**config.mk**
```make
export PLATFORM = sky130hd
export DESIGN_NAME = dwa_element_selector
export DESIGN_NICKNAME = d
export VERILOG_FILES = /design/src/rtl/lib_switchblock_pkg.sv /design/src/rtl/dwa_rotator.sv /design/src/rtl/dwa_element_selector.sv
export SDC_FILE = /design/constraint.sdc
export NUM_CORES = 1
export LEC_CHECK = 0
export BUFFER_PORTS_ARGS = -buffer_cell sky130_fd_sc_hd__buf_2
export CAP_MARGIN = 30
export CORE_ASPECT_RATIO = 1.75
export CORE_MARGIN = 2
export CORE_UTILIZATION = 47
export CTS_CLUSTER_DIAMETER = 50
export CTS_CLUSTER_SIZE = 12
export DETAILED_ROUTE_END_ITERATION = 7
export GPL_TIMING_DRIVEN = 0
export PLACE_DENSITY = 0.85
export SLEW_MARGIN = 5
export SYNTH_ARGS = -nofsm -noshare
export SYNTH_HDL_FRONTEND = slang
export SYNTH_HIERARCHICAL = 1
export SYNTH_SLANG_ARGS = --single-unit
export TNS_END_PERCENT = 5
```
**constraint.sdc**
```tcl
create_clock -name clk_i -period 1.97 [get_ports clk_i]
set_input_delay 0.197 -clock clk_i [delete_from_list [all_inputs] [get_ports clk_i]]
set_output_delay 0.197 -clock clk_i [all_outputs]
set_load 0.1 [all_outputs]
```
**src/rtl/lib_switchblock_pkg.sv**
```systemverilog
// Shared constants and types for the unit-element DAC switch block.
// Element count and pointer width follow from the quantizer code width.
package lib_switchblock_pkg;

    localparam int INPUT_WIDTH  = 16;
    localparam int OUTPUT_WIDTH = 3;
    localparam int NUM_ELEMENTS = (2 ** OUTPUT_WIDTH) - 1;
    localparam int PTR_WIDTH    = $clog2(NUM_ELEMENTS);
    localparam int LEVEL_SHIFT  = INPUT_WIDTH - OUTPUT_WIDTH;

    typedef enum logic {
        DEM_DWA   = 1'b0,
        DEM_THERM = 1'b1
    } dem_mode_e;

    typedef logic [NUM_ELEMENTS-1:0] elem_vec_t;

    // Thermometer code: the low 'code' bits set, all others clear.
    function automatic elem_vec_t therm_mask(input logic [OUTPUT_WIDTH-1:0] code);
        elem_vec_t mask;
        mask = '0;
        for (int i = 0; i < NUM_ELEMENTS; i++) begin
            mask[i] = (i < int'(code));
        end
        return mask;
    endfunction

endpackage

```
**src/rtl/dwa_rotator.sv**
```systemverilog
// Combinational DWA core: rotates a k-element thermometer to start at ptr
// and computes the wrapped next start position.
module dwa_rotator
    import lib_switchblock_pkg::*;
(
    input  logic [OUTPUT_WIDTH-1:0] code,
    input  logic [PTR_WIDTH-1:0]    ptr,
    output logic [NUM_ELEMENTS-1:0] mask,
    output logic [PTR_WIDTH-1:0]    ptr_next
);

    elem_vec_t                   therm_s;
    logic [2*NUM_ELEMENTS-1:0]   doubled_s;
    logic [PTR_WIDTH:0]          sum_s;

    // Rotate-left within NUM_ELEMENTS bits: shift a doubled copy and keep the upper half.
    always_comb begin
        therm_s   = therm_mask(code);
        doubled_s = {therm_s, therm_s} << ptr;
        mask      = doubled_s[2*NUM_ELEMENTS-1 -: NUM_ELEMENTS];
    end

    // Pointer advance modulo NUM_ELEMENTS; the sum never reaches twice the modulus.
    always_comb begin
        sum_s = (PTR_WIDTH+1)'(ptr) + (PTR_WIDTH+1)'(code);
        if (sum_s >= (PTR_WIDTH+1)'(NUM_ELEMENTS)) begin
            ptr_next = PTR_WIDTH'(sum_s - (PTR_WIDTH+1)'(NUM_ELEMENTS));
        end else begin
            ptr_next = sum_s[PTR_WIDTH-1:0];
        end
    end

endmodule

```
**src/rtl/dwa_element_selector.sv**
```systemverilog
// DWA element selector: decodes quantizer codes into rotated unit-element
// enables (or a static thermometer) and reports the ideal reconstructed level.
module dwa_element_selector
    import lib_switchblock_pkg::*;
(
    input  logic                    clk_i,
    input  logic                    rst_i,
    input  logic                    valid_i,
    input  logic [OUTPUT_WIDTH-1:0] code_i,
    input  logic                    mode_i,
    output logic [NUM_ELEMENTS-1:0] elements_o,
    output logic                    valid_o,
    output logic [INPUT_WIDTH-1:0]  level_o,
    output logic [PTR_WIDTH-1:0]    ptr_o
);

    elem_vec_t               elements_r;
    logic [INPUT_WIDTH-1:0]  level_r;
    logic [PTR_WIDTH-1:0]    ptr_r;
    logic                    valid_r;

    elem_vec_t               elements_nxt_s;
    logic [INPUT_WIDTH-1:0]  level_nxt_s;
    logic [PTR_WIDTH-1:0]    ptr_nxt_s;
    logic                    valid_nxt_s;

    elem_vec_t               rot_mask_s;
    logic [PTR_WIDTH-1:0]    rot_ptr_next_s;
    dem_mode_e               mode_s;

    dwa_rotator u_rotator (
        .code     (code_i),
        .ptr      (ptr_r),
        .mask     (rot_mask_s),
        .ptr_next (rot_ptr_next_s)
    );

    assign mode_s = dem_mode_e'(mode_i);

    // Next-state selection; an idle cycle holds the DAC drive and pointer.
    always_comb begin
        elements_nxt_s = elements_r;
        level_nxt_s    = level_r;
        ptr_nxt_s      = ptr_r;
        valid_nxt_s    = 1'b0;
        if (valid_i) begin
            valid_nxt_s = 1'b1;
            level_nxt_s = INPUT_WIDTH'(code_i) << LEVEL_SHIFT;
            case (mode_s)
                DEM_DWA: begin
                    elements_nxt_s = rot_mask_s;
                    ptr_nxt_s      = rot_ptr_next_s;
                end
                DEM_THERM: begin
                    // Bypass keeps the pointer so DWA resumes where it left off.
                    elements_nxt_s = therm_mask(code_i);
                    ptr_nxt_s      = ptr_r;
                end
                default: begin
                    elements_nxt_s = '0;
                    ptr_nxt_s      = ptr_r;
                end
            endcase
        end else begin
            elements_nxt_s = elements_r;
            level_nxt_s    = level_r;
            ptr_nxt_s      = ptr_r;
        end
    end

    // Output and pointer registers with synchronous active-low reset.
    always_ff @(posedge clk_i) begin
        if (!rst_i) begin
            elements_r <= '0;
            level_r    <= '0;
            ptr_r      <= '0;
            valid_r    <= 1'b0;
        end else begin
            elements_r <= elements_nxt_s;
            level_r    <= level_nxt_s;
            ptr_r      <= ptr_nxt_s;
            valid_r    <= valid_nxt_s;
        end
    end

    assign elements_o = elements_r;
    assign level_o    = level_r;
    assign ptr_o      = ptr_r;
    assign valid_o    = valid_r;

endmodule

```
Yosys cells after proc, flatten, opt, wreduce, memory -nomap -nowiden
Cells that the tools add are included.

Bits in registers: 14. Input bits: 7. Output and inout port bits: 27. Word-level logic and storage cells: 21.

Add/sub/neg operators: 2. $lt $le $gt $ge: 8. Shift-type cells: 1. Mux-type cells: 4. Bitwise logic cells: 1. Reductions and logical operators: 1.

Operators by type and width (count): $pmux 7 s2 (1); $shl 14x3->14 (1); $lt 3x3->1 const A (3); $lt 1x3->1 const A (2); $lt 2x3->1 const A (2); $mux 3 (2); $add 3x3->4 (1); $ge 4x3->1 const B (1); $sub 3x3->3 const B (1); $reduce_and 2->1 (1); $mux 1 (1); $not 1->1 (1).

Longest topological paths before layout
Gate-level depths: netlist of the first run.

Depth in word-level cells: 4. Mapped depth: 9. Mapped depth without buffers: 9.

Modules after synthesis
The synthesis of the first run kept the hierarchy.

Modules (own cells, without submodules): dwa_element_selector (times used 1, cells each 76, area an instance 719.4 µm², sequential area each 280.3 µm²); dwa_rotator (times used 1, cells each 79, area an instance 510.5 µm², sequential area each 0.0 µm²).

Worst setup path before layout of the first run
No wires, ideal clock.

Path type: register to register. Start: register ptr_r[0], in the netlist ptr_o[0]. End: register ptr_r[1], in the netlist ptr_o[1]. Setup time: 120 ps. Arrival time: 2795 ps. Slack: -945 ps. Stages on the path, launching flop included: 10. Path buffers: 0. Cells stage by stage: dfxtp_1 ha_1 inv_1 fa_1 inv_1 ha_1 a21oi_1 mux2_2 mux2i_1 nor2b_1.

Word-level cells in the longest chain between the ends: 4.

RTL lines: start, declared (line dwa_element_selector.sv:19) `logic [PTR_WIDTH-1:0] ptr_r;`; start signal, assigned (line dwa_element_selector.sv:81) `ptr_r <= ptr_nxt_s;`; $add 3x3->4 * (line dwa_rotator.sv:25) `sum_s = (PTR_WIDTH+1)'(ptr) + (PTR_WIDTH+1)'(code);`; $ge 4x3->1 / $sub 3x3->3 (equally long branches) (line dwa_rotator.sv:26, dwa_rotator.sv:27); $mux 3 * (line dwa_rotator.sv:26) `if (sum_s >= (PTR_WIDTH+1)'(NUM_ELEMENTS)) begin`; named net rot_ptr_next_s[1] (line dwa_element_selector.sv:28) `logic [PTR_WIDTH-1:0] rot_ptr_next_s;`; $mux 3 * (line dwa_element_selector.sv:49) `case (mode_s)`.

Mark *: on every way through the listed nets, which the timed path passes. The rest lies on a longest branch. The select of a mux whose other input is x is not followed. A chain may end at the register's enable or synchronous reset.

Worst setup path in the final report of the first run
Ends and elaborated chain as after synthesis.

==> metrics.cfg, run 1 <==
[synthesis]
yosys_warnings=6
ys_ff_latch=14
ys_top_cells_by_count=buf_4, dfxtp_1, nand2_1, nor2_1, a21oi_1
yosysTopAreaCell=dfxtp_1
synth_top_family_by_area=compound AO/OA/AOI/OAI gates
netlist.area_leader.share_pct=22.8
synth-simple-area-share_pct=22.1
syn-mean-instance-area_sq_um=7.94
synth_area_leaders=dfxtp_1, buf_4, mux2i_1, ha_1, a21oi_1
syn-cell-area_sq_mm=0.00123
synth-xor-area-share_pct=1.42
yosys.cell_count.top_type=buf_4
synth-main-ff-cell=dfxtp_1
synth-seq-area-share_pct=22.8
ys_types=44
syn_inst=155
synthArstFlopShare_pct=0
synthAdderAreaFrac_pct=5.70
synth-edff-count=0
synthMuxAreaShare_pct=7.43
synth-compound-area-share_pct=22.7

[placed_design]
place_area_sq_mm=0.00143
dpl.hpwl_microns=2120
post-place-cells=212
io_buffers=19
gp_congestion=0.916

[power_and_ir_drop]
power_density_mw_per_mm2=806
power_switching_uw=580
intPower_uw=644
power_frac_comb_pct=53.5
clockPowerShare_pct=19.8
p_seq_share_pct=26.7
ir_worst_vdd_mv=0.638
swShare_pct=47.4
leakagePower_nw=0.725

[cts]
tritoncts=done
cts.hold.buffers_added=0
cts_buffer_depth=2
clk-insertion-delay-late_ns=0.25
cts_sinks=14
cts.clk_slew.worst_paths_ns=0.06
cts_htree_levels=1
cts_inserted_buffers=3
cts-root-buf=clkbuf_8

[routing]
first_pass_iters=5
ant_nets=0
drt-total-wl_microns=2860
viasPerCell=5.51
num_vias=1201
drt_iter0_drc=69
wire_per_inst_microns=13.1
drc=0

[floorplanning]
die_h_microns=71.7
ios=34
fp-row-count=24
fp.dieW_microns=42.7
start_util_pct=49.3
die_area_sq_mm=0.00306
coreArea_sq_mm=0.00249

[status]
outcome=finished, violations left
violations=negative setup slack

[hold_path]
hold_path.class=in -> reg

[cells_and_area]
antennaDiodeCount=0
drive_gt1_share_pct=32.8
fin_nets=205
area_delta_synth_final_pct=23.5
finalNonFillerCells=218
final_area_sq_mm=0.00152

[grt]
grt_max_degree=11
grt_pass1_wl_microns=4460
grt_overflow=0
grt_pass1_vias=1046
antenna_found_initial=0
track_usage_pct=18.4

[timing]
fin_ws_ns=-0.0289
fmax_ghz=0.500
fin_skew_ns=0.00628
rsz0062_at_grt=true
period_share_pct=101
slew_viol_final=0
finalSetupTns_ns=-0.0289
final_hold_viol_count=0
fin_crit_ns=2.00
finalSetupViolCount=1

[worst_setup_path]
end_kind=flip-flop
cp.required_ns=2.11
cp-start-kind=flip-flop
crit_type=reg -> reg
cp_max_fo=3
r2r_slack_ns=-0.03
arrival_ns=2.14

[run]
drv_cap=0

[metrics by stage]
| step | total power [mW] | hold WS (ns) | setup slack [ns] | util (%) |
|---|---|---|---|---|
| final | 1.22 | 0.222 | -0.0289 | 60.9 |
| after global routing | 1.27 | 0.241 | -0.0965 | 60.9 |
| after CTS | 1.21 | 0.227 | -0.0159 | 60.6 |
| after detailed placement | 0.947 | 0.474 | -0.310 | 57.5 |
| after global placement | 0.940 | 0.468 | -0.288 | 57.5 |
| after floorplan | 0.859 | 0.328 | -0.256 | - |
[worst paths after layout]
kind,start,end,depth (start not counted)
max,ptr_o[0],ptr_o[1],9
min,valid_i,valid_o,3
max reg2reg,ptr_o[0],ptr_o[1],9
min reg2reg,elements_o[0],elements_o[0],2
[final cells by class]
cell class                      count  area, sq um
Buffer                             24          186
Clock buffer                        4         45.0
Fill cell                         230          973
Inverter                            8         30.0
Multi-Input combinational cell    121          826
Sequential cell                    14          289
Tap cell                           26         32.5
Timing Repair Buffer               21          110
[state kept, by name (all words and copies together) (netlist names)]
name	count
elements_o	7
level_o	3
ptr_o	3
valid_o	1
[cell families (layout without fill, tap and decap cells)]
logic type / count (synthesis) / count (layout)
buffers and inverters: 32 / 57
other: 1 / 13
and+or+nand+nor: 51 / 51
AOI/OAI and AO/OA: 41 / 41
xor gates and xnor gates: 2 / 2
adders and majority gates: 5 / 5
DFF: 14 / 14
muxes: 9 / 9
[worst max-delay path, stage by stage (launching register included)]
cell     delay (ns)
dfxtp_4        0.37
ha_4           0.14
inv_2          0.03
fa_1           0.50
inv_2          0.06
ha_4           0.17
a21oi_4        0.13
mux2_4         0.31
mux2i_1        0.13
nor2b_1        0.05
[what timing repair did]
item / CTS / global route
endpoints found under the setup margin: 1 / 2
gates resized for setup: 4 / 1
setup buffers: 2 / 0
pin swaps: 1 / 0
hold endpoints to repair: 0 / 0
[cells in the final DEF, fill, tap and decap left out, types with 3 or more instances in the layout]
master and n:
conb_1 13, o21ai_1 7, buf_6 3, clkbuf_8 3, o21ai_0 3, nand2_1 12, nor2_1 12, nor2b_1 6
inv_1 6, o31ai_1 4, mux2i_1 8, dfxtp_1 11, buf_4 21, a21oi_1 8, nand3b_1 3, a31oi_1 5
buf_2 21
[layer usage]
metal  vias up  global-route usage, %  share of wire, %
li1        598                      -                 -
met1       530                   19.4                37
met2        61                   35.4                53
met3        12                   3.53               5.9
met4         0                   4.86               3.3
met5         -                      0                 0
[power groups by stage]
stage	registers, mW	logic [mW]	clock network [mW]
after floorplan	0.499	0.360	0
after global placement	0.333	0.606	0
after CTS	0.326	0.645	0.242
final	0.326	0.655	0.243
after detailed placement	0.335	0.612	0
after global routing	0.330	0.684	0.256
(Power assumes the default switching activity.)
==> run 2: changes to the inputs <==
--- a/config.mk
+++ b/config.mk
@@ -15,6 +15,7 @@
 export DETAILED_ROUTE_END_ITERATION = 7
 export GPL_TIMING_DRIVEN = 0
 export PLACE_DENSITY = 0.85
+export SETUP_SLACK_MARGIN = 0.2
 export SLEW_MARGIN = 5
 export SYNTH_ARGS = -nofsm -noshare
 export SYNTH_HDL_FRONTEND = slang
==> metrics.cfg, run 2 (synthesis results as in run 1) <==
[hold_path]
min_to=valid_o  ; unchanged
hold_depth=3  ; unchanged
worstHoldStart=valid_i  ; unchanged
hold_path.class=in -> reg  ; unchanged

[grt]
grt_overflow=0  ; unchanged
antenna_found_initial=0  ; unchanged
grt_pass1_vias=1045  ; was 1,046
grt_max_degree=11  ; unchanged
grt_pass1_wl_microns=4440  ; was 4460 microns
track_usage_pct=18.3  ; was 18.4%

[routing]
first_pass_iters=5  ; unchanged
drt-total-wl_microns=2860  ; about the same
drc=0  ; unchanged
drt_iter0_drc=69  ; unchanged
wire_per_inst_microns=13.1  ; about the same
viasPerCell=5.51  ; about the same
ant_nets=0  ; unchanged
num_vias=1202  ; was 1,201

[power_and_ir_drop]
leakagePower_nw=0.724  ; was 0.725 nW
ir_worst_vdd_mv=0.638  ; unchanged
power_density_mw_per_mm2=806  ; about the same

[cts]
cts_htree_levels=1  ; unchanged
cts-root-buf=clkbuf_8  ; unchanged
clk-insertion-delay-late_ns=0.25  ; about the same
cts_inserted_buffers=3  ; unchanged
tritoncts=done  ; unchanged
cts_sinks=14  ; unchanged
cts_buffer_depth=2  ; unchanged
cts.hold.buffers_added=0  ; unchanged
cts.clk_slew.worst_paths_ns=0.06  ; about the same

[worst_setup_path]
r2r_cells=9  ; unchanged
worst_path_max_delay_cell=fa_1  ; unchanged
cp-start-kind=flip-flop  ; unchanged
crit-reg2reg-launch=ptr_o[0]  ; unchanged
cp_max_fo=3  ; unchanged
cp.required_ns=2.11  ; about the same
end_kind=flip-flop  ; unchanged
path_buf_inv=2  ; unchanged
crit_family=adder cells  ; unchanged
crit_cells=9  ; unchanged
cpPeakStageDelay_ns=0.50  ; about the same
crit_type=reg -> reg  ; unchanged
arrival_ns=2.14  ; about the same
crit_chain=ha_4, inv_2, fa_1, inv_2, ha_4, a21oi_4, mux2_4, mux2i_1, nor2b_1  ; unchanged
timing.rr.end=ptr_o[1]  ; unchanged
r2r_slack_ns=-0.03  ; about the same

[placed_design]
io_buffers=19  ; unchanged
dpl.hpwl_microns=2120  ; unchanged
place_area_sq_mm=0.00143  ; unchanged
gp_congestion=0.916  ; unchanged

[timing]
finalSetupTns_ns=-0.0288  ; was -0.0289 ns
fin_crit_ns=2.00  ; about the same
fin_skew_ns=0.00628  ; unchanged
slew_viol_final=0  ; unchanged
final_hold_viol_count=0  ; unchanged
fin_ws_ns=-0.0288  ; was -0.0289 ns
finalSetupViolCount=1  ; unchanged
rsz0062_at_grt=true  ; unchanged
period_share_pct=101  ; about the same
fmax_ghz=0.500  ; about the same

[cells_and_area]
final_area_sq_mm=0.00152  ; unchanged
area_delta_synth_final_pct=23.5  ; unchanged
layout_common_cells=buf_2, buf_4, conb_1  ; unchanged
fin_nets=205  ; unchanged
drive_gt1_share_pct=32.8  ; unchanged
antennaDiodeCount=0  ; unchanged
largest_reg_flops=7  ; unchanged
fillers=230  ; unchanged

[status]
outcome=finished, violations left  ; unchanged
violations=negative setup slack  ; unchanged

[floorplanning]
coreArea_sq_mm=0.00249  ; unchanged
die_area_sq_mm=0.00306  ; unchanged
fp-row-count=24  ; unchanged
fp.dieW_microns=42.7  ; unchanged
start_util_pct=49.3  ; unchanged
die_h_microns=71.7  ; unchanged
ios=34  ; unchanged

[run]
drv_cap=0  ; unchanged

-- run 2: cell counts in the layout (fill, tap and decap cells not counted) --
No cell type changed its count.
-- run 2: worst max-delay path by stage --
stage	to	startpoint	slack, ns
floorplan	ptr_o[1]	ptr_o[0]	-0.26
global placement	ptr_o[1]	code_i[1]	-0.29
detailed placement	ptr_o[1]	code_i[1]	-0.31
CTS	ptr_o[1]	ptr_o[0]	-0.02
global route	ptr_o[1]	ptr_o[0]	-0.1
finish	ptr_o[1]	ptr_o[0]	-0.03
-- run 2: worst min-delay path, stage by stage --
cell     delay, ns
buf_6         0.11
nand2_2       0.08
inv_1         0.05
-- run 2: where the power goes --
group	switching (mW)	internal, mW
logic	0.462	0.193
clock network	0.0997	0.143
registers	0.0182	0.308
total	0.580	0.644
-- run 2: final cells by class --
class | instances | area (sq um) | share of cell area (%)
Clock buffer | 4 | 45.0 | 2.97
Inverter | 8 | 30.0 | 1.98
Multi-Input combinational cell | 121 | 826 | 54.4
Tap cell | 26 | 32.5 | 2.14
Timing Repair Buffer | 21 | 110 | 7.25
Sequential cell | 14 | 289 | 19.0
Buffer | 24 | 186 | 12.3
-- run 2: layer usage --
| layer | routed length, microns | global-route usage (%) | up-vias | part of all wire [%] |
|---|---|---|---|---|
| met2 | 1530 | 35.4 | 61 | 53 |
| li1 | - | - | 599 | - |
| met5 | 0 | 0 | - | 0 |
| met1 | 1070 | 19.3 | 530 | 37 |
| met4 | 95 | 4.86 | 0 | 3.3 |
| met3 | 170 | 3.53 | 12 | 5.9 |
-- run 2: timing repair --
| item | 4_1_cts | 5_1_grt |
|---|---|---|
| setup buffers | 2 | 0 |
| pin swaps | 1 | 1 |
| gates resized for setup | 5 | 0 |
| endpoints found under the setup margin | 2 | 3 |
-- run 2: per-stage QoR --
step | instances | util [%] | setup WS (ns) | hold WS [ns] | power, mW
2_1_floorplan | 167 | - | -0.256 | 0.328 | 0.859
3_3_place_gp | 212 | 57.5 | -0.288 | 0.468 | 0.940
3_5_place_dp | 212 | 57.5 | -0.310 | 0.474 | 0.947
4_1_cts | 218 | 60.9 | -0.0159 | 0.227 | 1.22
5_1_grt | 218 | 60.9 | -0.0965 | 0.241 | 1.27
6_report | 218 | 60.9 | -0.0288 | 0.222 | 1.22
